## src/rtl/beer_tap_pkg.sv

```systemverilog
// Shared types and constants for the beer tap valve stage.
// Optional feature macro: BEER_TAP_ABORT_EN (see beer_tap_valve.sv).
package beer_tap_pkg;

    typedef enum logic [1:0] {
        IDLE  = 2'd0,
        POUR  = 2'd1,
        DRIP  = 2'd2,
        EMPTY = 2'd3
    } tap_state_t;

    localparam logic [1:0] LVL_EMPTY = 2'd0;
    localparam logic [1:0] LVL_LOW   = 2'd1;
    localparam logic [1:0] LVL_OK    = 2'd2;
    localparam logic [1:0] LVL_FULL  = 2'd3;

    // Quantise the remaining keg volume into the 2-bit level code.
    function automatic logic [1:0] keg_level(input logic [7:0] rem,
                                             input logic [7:0] full,
                                             input logic [7:0] quarter);
        if (rem == full)
            return LVL_FULL;
        else if (rem == 8'd0)
            return LVL_EMPTY;
        else if (rem <= quarter)
            return LVL_LOW;
        else
            return LVL_OK;
    endfunction

endpackage

```

## src/rtl/beer_tap_valve_edge.sv

```systemverilog
// Registered rising-edge detector with configurable reset value of the
// previous-sample register.
module beer_edge_detect #(
    parameter logic RESET_VAL = 1'b0
) (
    input  logic clk,
    input  logic reset,
    input  logic i_d,
    output logic o_rise
);

    logic r_prev;

    // Remember the previous input level.
    always_ff @(posedge clk) begin
        if (reset)
            r_prev <= RESET_VAL;
        else
            r_prev <= i_d;
    end

    // Rising edge: high now, low on the previous clock.
    always_comb begin
        o_rise = i_d & ~r_prev;
    end

endmodule

```

## src/rtl/beer_tap_valve.sv

```systemverilog
// Tap valve controller: times each pour, enforces a drip hold-off, tracks
// keg volume and reports the quantised level back to the draft controller.
// Optional macro BEER_TAP_ABORT_EN adds an `abort` input that ends a pour
// early (keg still debited, pour not counted).
module beer_tap_valve
    import beer_tap_pkg::*;
#(
    parameter int POUR_CYCLES = 8,
    parameter int DRIP_CYCLES = 4,
    parameter int KEG_POURS   = 12,
    parameter int CNT_W       = 8
) (
    input  logic             clk,
    input  logic             reset,
    input  logic             beer,
    input  logic             refill,
`ifdef BEER_TAP_ABORT_EN
    input  logic             abort,
`endif
    output logic             valve,
    output logic             busy,
    output logic             keg_empty,
    output logic [1:0]       beer_level,
    output logic [CNT_W-1:0] pour_count,
    output logic [1:0]       tap_state
);

    localparam int TMR_MAX = (POUR_CYCLES > DRIP_CYCLES) ? POUR_CYCLES : DRIP_CYCLES;
    localparam int TMR_W   = $clog2(TMR_MAX + 1);

    localparam logic [7:0]       KEG_FULL    = 8'(KEG_POURS);
    localparam logic [7:0]       KEG_QUARTER = 8'(KEG_POURS / 4);
    localparam logic [TMR_W-1:0] TMR_POUR    = TMR_W'(POUR_CYCLES);
    localparam logic [TMR_W-1:0] TMR_DRIP    = TMR_W'(DRIP_CYCLES);
    localparam logic [TMR_W-1:0] TMR_LAST    = TMR_W'(1);

    tap_state_t       r_state, w_state_nxt;
    logic [TMR_W-1:0] r_timer, w_timer_nxt;
    logic [7:0]       r_remaining, w_remaining_nxt;
    logic [CNT_W-1:0] r_pour_count, w_pour_count_nxt;
    logic             w_req;
    logic             w_abort;

    beer_edge_detect #(
        .RESET_VAL (1'b1)
    ) u_beer_edge (
        .clk    (clk),
        .reset  (reset),
        .i_d    (beer),
        .o_rise (w_req)
    );

`ifdef BEER_TAP_ABORT_EN
    assign w_abort = abort;
`else
    assign w_abort = 1'b0;
`endif

    // State, timer and keg/pour counters.
    always_ff @(posedge clk) begin
        if (reset) begin
            r_state      <= IDLE;
            r_timer      <= '0;
            r_remaining  <= KEG_FULL;
            r_pour_count <= '0;
        end else begin
            r_state      <= w_state_nxt;
            r_timer      <= w_timer_nxt;
            r_remaining  <= w_remaining_nxt;
            r_pour_count <= w_pour_count_nxt;
        end
    end

    // Next-state, timer and counter updates.
    always_comb begin
        w_state_nxt      = r_state;
        w_timer_nxt      = r_timer;
        w_remaining_nxt  = r_remaining;
        w_pour_count_nxt = r_pour_count;
        case (r_state)
            IDLE: begin
                if (refill) begin
                    w_remaining_nxt = KEG_FULL;
                end else if (w_req && (r_remaining != 8'd0)) begin
                    w_state_nxt = POUR;
                    w_timer_nxt = TMR_POUR;
                end
            end
            POUR: begin
                if (w_abort || (r_timer == TMR_LAST)) begin
                    w_state_nxt     = DRIP;
                    w_timer_nxt     = TMR_DRIP;
                    w_remaining_nxt = r_remaining - 8'd1;
                    if (!w_abort && (r_pour_count != '1))
                        w_pour_count_nxt = r_pour_count + CNT_W'(1);
                end else begin
                    w_timer_nxt = r_timer - TMR_LAST;
                end
            end
            DRIP: begin
                if (r_timer == TMR_LAST) begin
                    w_state_nxt = (r_remaining == 8'd0) ? EMPTY : IDLE;
                    w_timer_nxt = '0;
                end else begin
                    w_timer_nxt = r_timer - TMR_LAST;
                end
            end
            EMPTY: begin
                if (refill) begin
                    w_remaining_nxt = KEG_FULL;
                    w_state_nxt     = IDLE;
                end
            end
            default: w_state_nxt = IDLE;
        endcase
    end

    // Output decode from registered state only.
    always_comb begin
        valve      = (r_state == POUR);
        busy       = (r_state == POUR) || (r_state == DRIP);
        keg_empty  = (r_state == EMPTY);
        tap_state  = r_state;
        pour_count = r_pour_count;
        beer_level = keg_level(r_remaining, KEG_FULL, KEG_QUARTER);
    end

endmodule

```

## config.mk

```make
export PLATFORM = sky130hd
export DESIGN_NAME = beer_tap_valve
export DESIGN_NICKNAME = d
export VERILOG_FILES = /design/src/rtl/beer_tap_pkg.sv /design/src/rtl/beer_tap_valve_edge.sv /design/src/rtl/beer_tap_valve.sv
export SDC_FILE = /design/constraint.sdc
export NUM_CORES = 1
export LEC_CHECK = 0
export ABC_AREA = 1
export CAP_MARGIN = 30
export CORE_MARGIN = 2
export CORE_UTILIZATION = 54
export DETAILED_ROUTE_END_ITERATION = 10
export PLACE_DENSITY = 0.88
export SKIP_CTS_REPAIR_TIMING = 1
export SYNTH_ARGS = -nofsm -noshare
export SYNTH_HDL_FRONTEND = slang
export SYNTH_SLANG_ARGS = --single-unit
```

## constraint.sdc

```tcl
create_clock -name clk -period 1.85 [get_ports clk]
set_clock_uncertainty 0.1 [all_clocks]
set_input_delay 0.2775 -clock clk [delete_from_list [all_inputs] [get_ports clk]]
set_output_delay 0.2775 -clock clk [all_outputs]
set_load 0.05 [all_outputs]
```

==> results.sh <==
export IMPL_synth_seq_cells=23
export IMPL_gp_congestion=0.811
export IMPL_cts_tree="built"
export IMPL_antenna_cells=0
export IMPL_slowest_delay_ps=360
export IMPL_area_growth_pct=22.0
export IMPL_fillCellCount=218
export IMPL_initial_core_util_pct=58.3
export IMPL_pre_cts_slack_ps=178
export IMPL_core_um2=2520
export IMPL_period_needed_ps=1760
export IMPL_antenna_found_initial=0
export IMPL_path_class="flip-flop to output port"
export IMPL_h_tree_depth=1
export IMPL_ant_nets=0
export IMPL_clk_latency_ps=310
export IMPL_dp_hpwl_um=2230
export IMPL_maxSlewViolCount=0
export IMPL_pwr_density_cell_nw_per_um2=1190
export IMPL_fp_dieH_um=56.2
export IMPL_p_leak_nw=0.805
export IMPL_worstPathMaxFanout=3
export IMPL_cp_required_ps=1470
export IMPL_clock_root_buffer="clkbuf_4"
export IMPL_netlist_area_um2=1470
export IMPL_io_pins=19
export IMPL_grt_pass1_wl_um=4990
export IMPL_cts_buffers=3
export IMPL_clockBufferDepth=2
export IMPL_yosys_cell_types_count=32
export IMPL_hold_path_class="input pin to flip-flop"
export IMPL_setup_slack_ps=90.2
export IMPL_wl_um=2870
export IMPL_seq_area_frac_synth_pct=31.3
export IMPL_routed_via_density=5.18
export IMPL_final_nets=249
export IMPL_grt_pass1_vias=1232
export IMPL_worst_pin_slew_ps=353
export IMPL_syn_area_per_cell_um2=6.90
export IMPL_multi_input_area_um2=960
export IMPL_grt_overflow_total=0
export IMPL_cp_arrival_ps=1380
export IMPL_syn_nets=227
export IMPL_total_power_mw=2.13
export IMPL_die_width_um=56.2
export IMPL_hold_viol=0
export IMPL_slowest_stage="dfxtp_2"
export IMPL_fin_crit_sh_pct=95.1
export IMPL_whs_ps=413
export IMPL_netlist_instances=213
export IMPL_dr_pass1_iters=4
export IMPL_drive_gt1_share_pct=24.8
export IMPL_routedWlPerCell_um=10.9
export IMPL_setup_viol=0
export IMPL_grt_total_usage_pct=19.2
export IMPL_clkSinkCount=23
export IMPL_clk_pin_slew_ps=130
export IMPL_dr_first_iter_drc_count=27
export IMPL_port_buffers=18
export IMPL_rows=18
export IMPL_fmax_mhz=568
export IMPL_die_area_um2=3160
export IMPL_seqCellArea_um2=469
export IMPL_status="complete, no violations"
export IMPL_maxSlewHeadroom_pct=76.5
export IMPL_vias=1367
export IMPL_drc_errors=0
export IMPL_maxCapViolCount=0
export IMPL_rsz0062_at_grt="false"
export IMPL_start_kind="flip-flop"
export IMPL_yosys_warnings=0
export IMPL_cp_end_kind="output port"
export IMPL_path_cells="inv_2 > ha_4 > nand3_2 > o22ai_4 > buf_12"
export IMPL_ir_worst_vdd_v=0.00102
export IMPL_grt_start_max_net_pins=14
cells by family (layout without fill, tap and decap cells):
logic type / after synthesis / count (layout) / synth area share, %
buffers and inverters: 27 / 48 / 7.23
adders and majority gates: 10 / 10 / 8.51
and+or+nand+nor: 122 / 122 / 39.4
DFF: 23 / 23 / 31.3
AOI/OAI and AO/OA: 27 / 27 / 11.1
xor gates and xnor gates: 4 / 4 / 2.38
state kept, by name, indices dropped and copies added (netlist names):
signal,flops
r_timer,4
u_beer_edge.r_prev,1
tap_state,2
r_remaining,8
pour_count,8
placed cells by master, fill, tap and decap left out, types with 3 or more instances in the layout:
cell type / netlist / layout
a21oi_1: 14 / 14
buf_12: 0 / 4
buf_4: 0 / 13
clkbuf_4: 0 / 3
clkdlybuf4s50_1: 0 / 3
dfxtp_1: 23 / 20
ha_1: 10 / 7
inv_1: 19 / 15
inv_2: 4 / 8
nand2_1: 50 / 50
nand2_2: 4 / 4
nand2_4: 5 / 5
nand3_1: 15 / 13
nand3_2: 1 / 3
nand4_1: 3 / 3
nor2_1: 31 / 31
nor2_2: 4 / 3
o21ai_0: 5 / 5
xor2_1: 4 / 4
final cells by class:
| cell class | count | share of cell area, % |
|---|---|---|
| clock buffers | 3 | 1.26 |
| clock inverters | 1 | 0.279 |
| inverters | 24 | 5.16 |
| multi-input cells | 163 | 53.5 |
| flip-flops and latches | 23 | 26.2 |
| well taps | 30 | 2.09 |
| repair buffers | 20 | 11.6 |
per-stage QoR:
step / TNS [ps] / cell area [µm²] / util (%) / instances
finish: 0 / 1790 / 71.1 / 264
global route: 0 / 1790 / 71.1 / 264
CTS: -138 / 1760 / 69.9 / 263
detailed placement: 0 / 1740 / 68.8 / 259
global placement: 0 / 1740 / 68.8 / 259
floorplan: -4.79 / 1510 / - / 213
cells in the mapped netlist:
| library cell | n | share of area [%] |
|---|---|---|
| inv_1 | 19 | 4.9 |
| clkbuf_1 | 1 | 0.26 |
| nor3_1 | 2 | 0.68 |
| or2_1 | 1 | 0.43 |
| xor2_1 | 4 | 2.4 |
| inv_4 | 1 | 0.43 |
| o21ai_4 | 1 | 1.1 |
| nand2_4 | 5 | 3.8 |
| a21o_1 | 1 | 0.51 |
| nand2_1 | 50 | 13 |
| nor3_2 | 1 | 0.68 |
| inv_2 | 4 | 1.0 |
| dfxtp_1 | 23 | 31 |
| or2_0 | 1 | 0.43 |
| a21oi_1 | 14 | 4.8 |
| o21ai_1 | 2 | 0.68 |
| buf_2 | 2 | 0.68 |
| o22ai_1 | 1 | 0.43 |
| nor2_1 | 31 | 7.9 |
| nor2_2 | 4 | 1.7 |
| a21oi_2 | 1 | 0.60 |
| o21ai_0 | 5 | 1.7 |
| nand3_1 | 15 | 5.1 |
| nor2_4 | 1 | 0.77 |
| nand4_1 | 3 | 1.3 |
| nand3_2 | 1 | 0.68 |
| nand3b_1 | 2 | 1.0 |
| ha_1 | 10 | 8.5 |
| and3_1 | 1 | 0.43 |
| nand2_2 | 4 | 1.7 |
| o21a_1 | 1 | 0.51 |
| a31oi_2 | 1 | 0.85 |
worst max-delay path, delay by kind of cell, from the launching register on:
family	cells	cell delay, ps
adder cells (fa/ha/maj)	1	180
AND/OR/NAND/NOR	1	100
AO/OA/AOI/OAI	1	180
buffers and inverters	2	250
flip-flops	1	360
report_power, final:
part / total (mW) / switching, mW / internal, mW
logic: 1.25 / 0.748 / 0.507
registers: 0.645 / 0.0735 / 0.571
clock network: 0.235 / 0.155 / 0.0808
total: 2.13 / 0.976 / 1.16
routing by layer:
metal / track usage, % / up-vias / part of all wire [%]
met5: 0 / - / 0
met4: 7.14 / 0 / 1.5
met3: 2.09 / 7 / 2.7
met2: 31.9 / 24 / 47
met1: 25.5 / 610 / 49
li1: - / 726 / -
final timing paths:
check,slack [ps],to,cells past startpoint,from
max,90,beer_level[0],5,r_remaining[0]
min,410,u_beer_edge.r_prev,3,beer
max reg2reg,190,r_remaining[2],10,tap_state[1]
min reg2reg,420,pour_count[3],2,pour_count[3]
(Power assumes the default switching activity.)
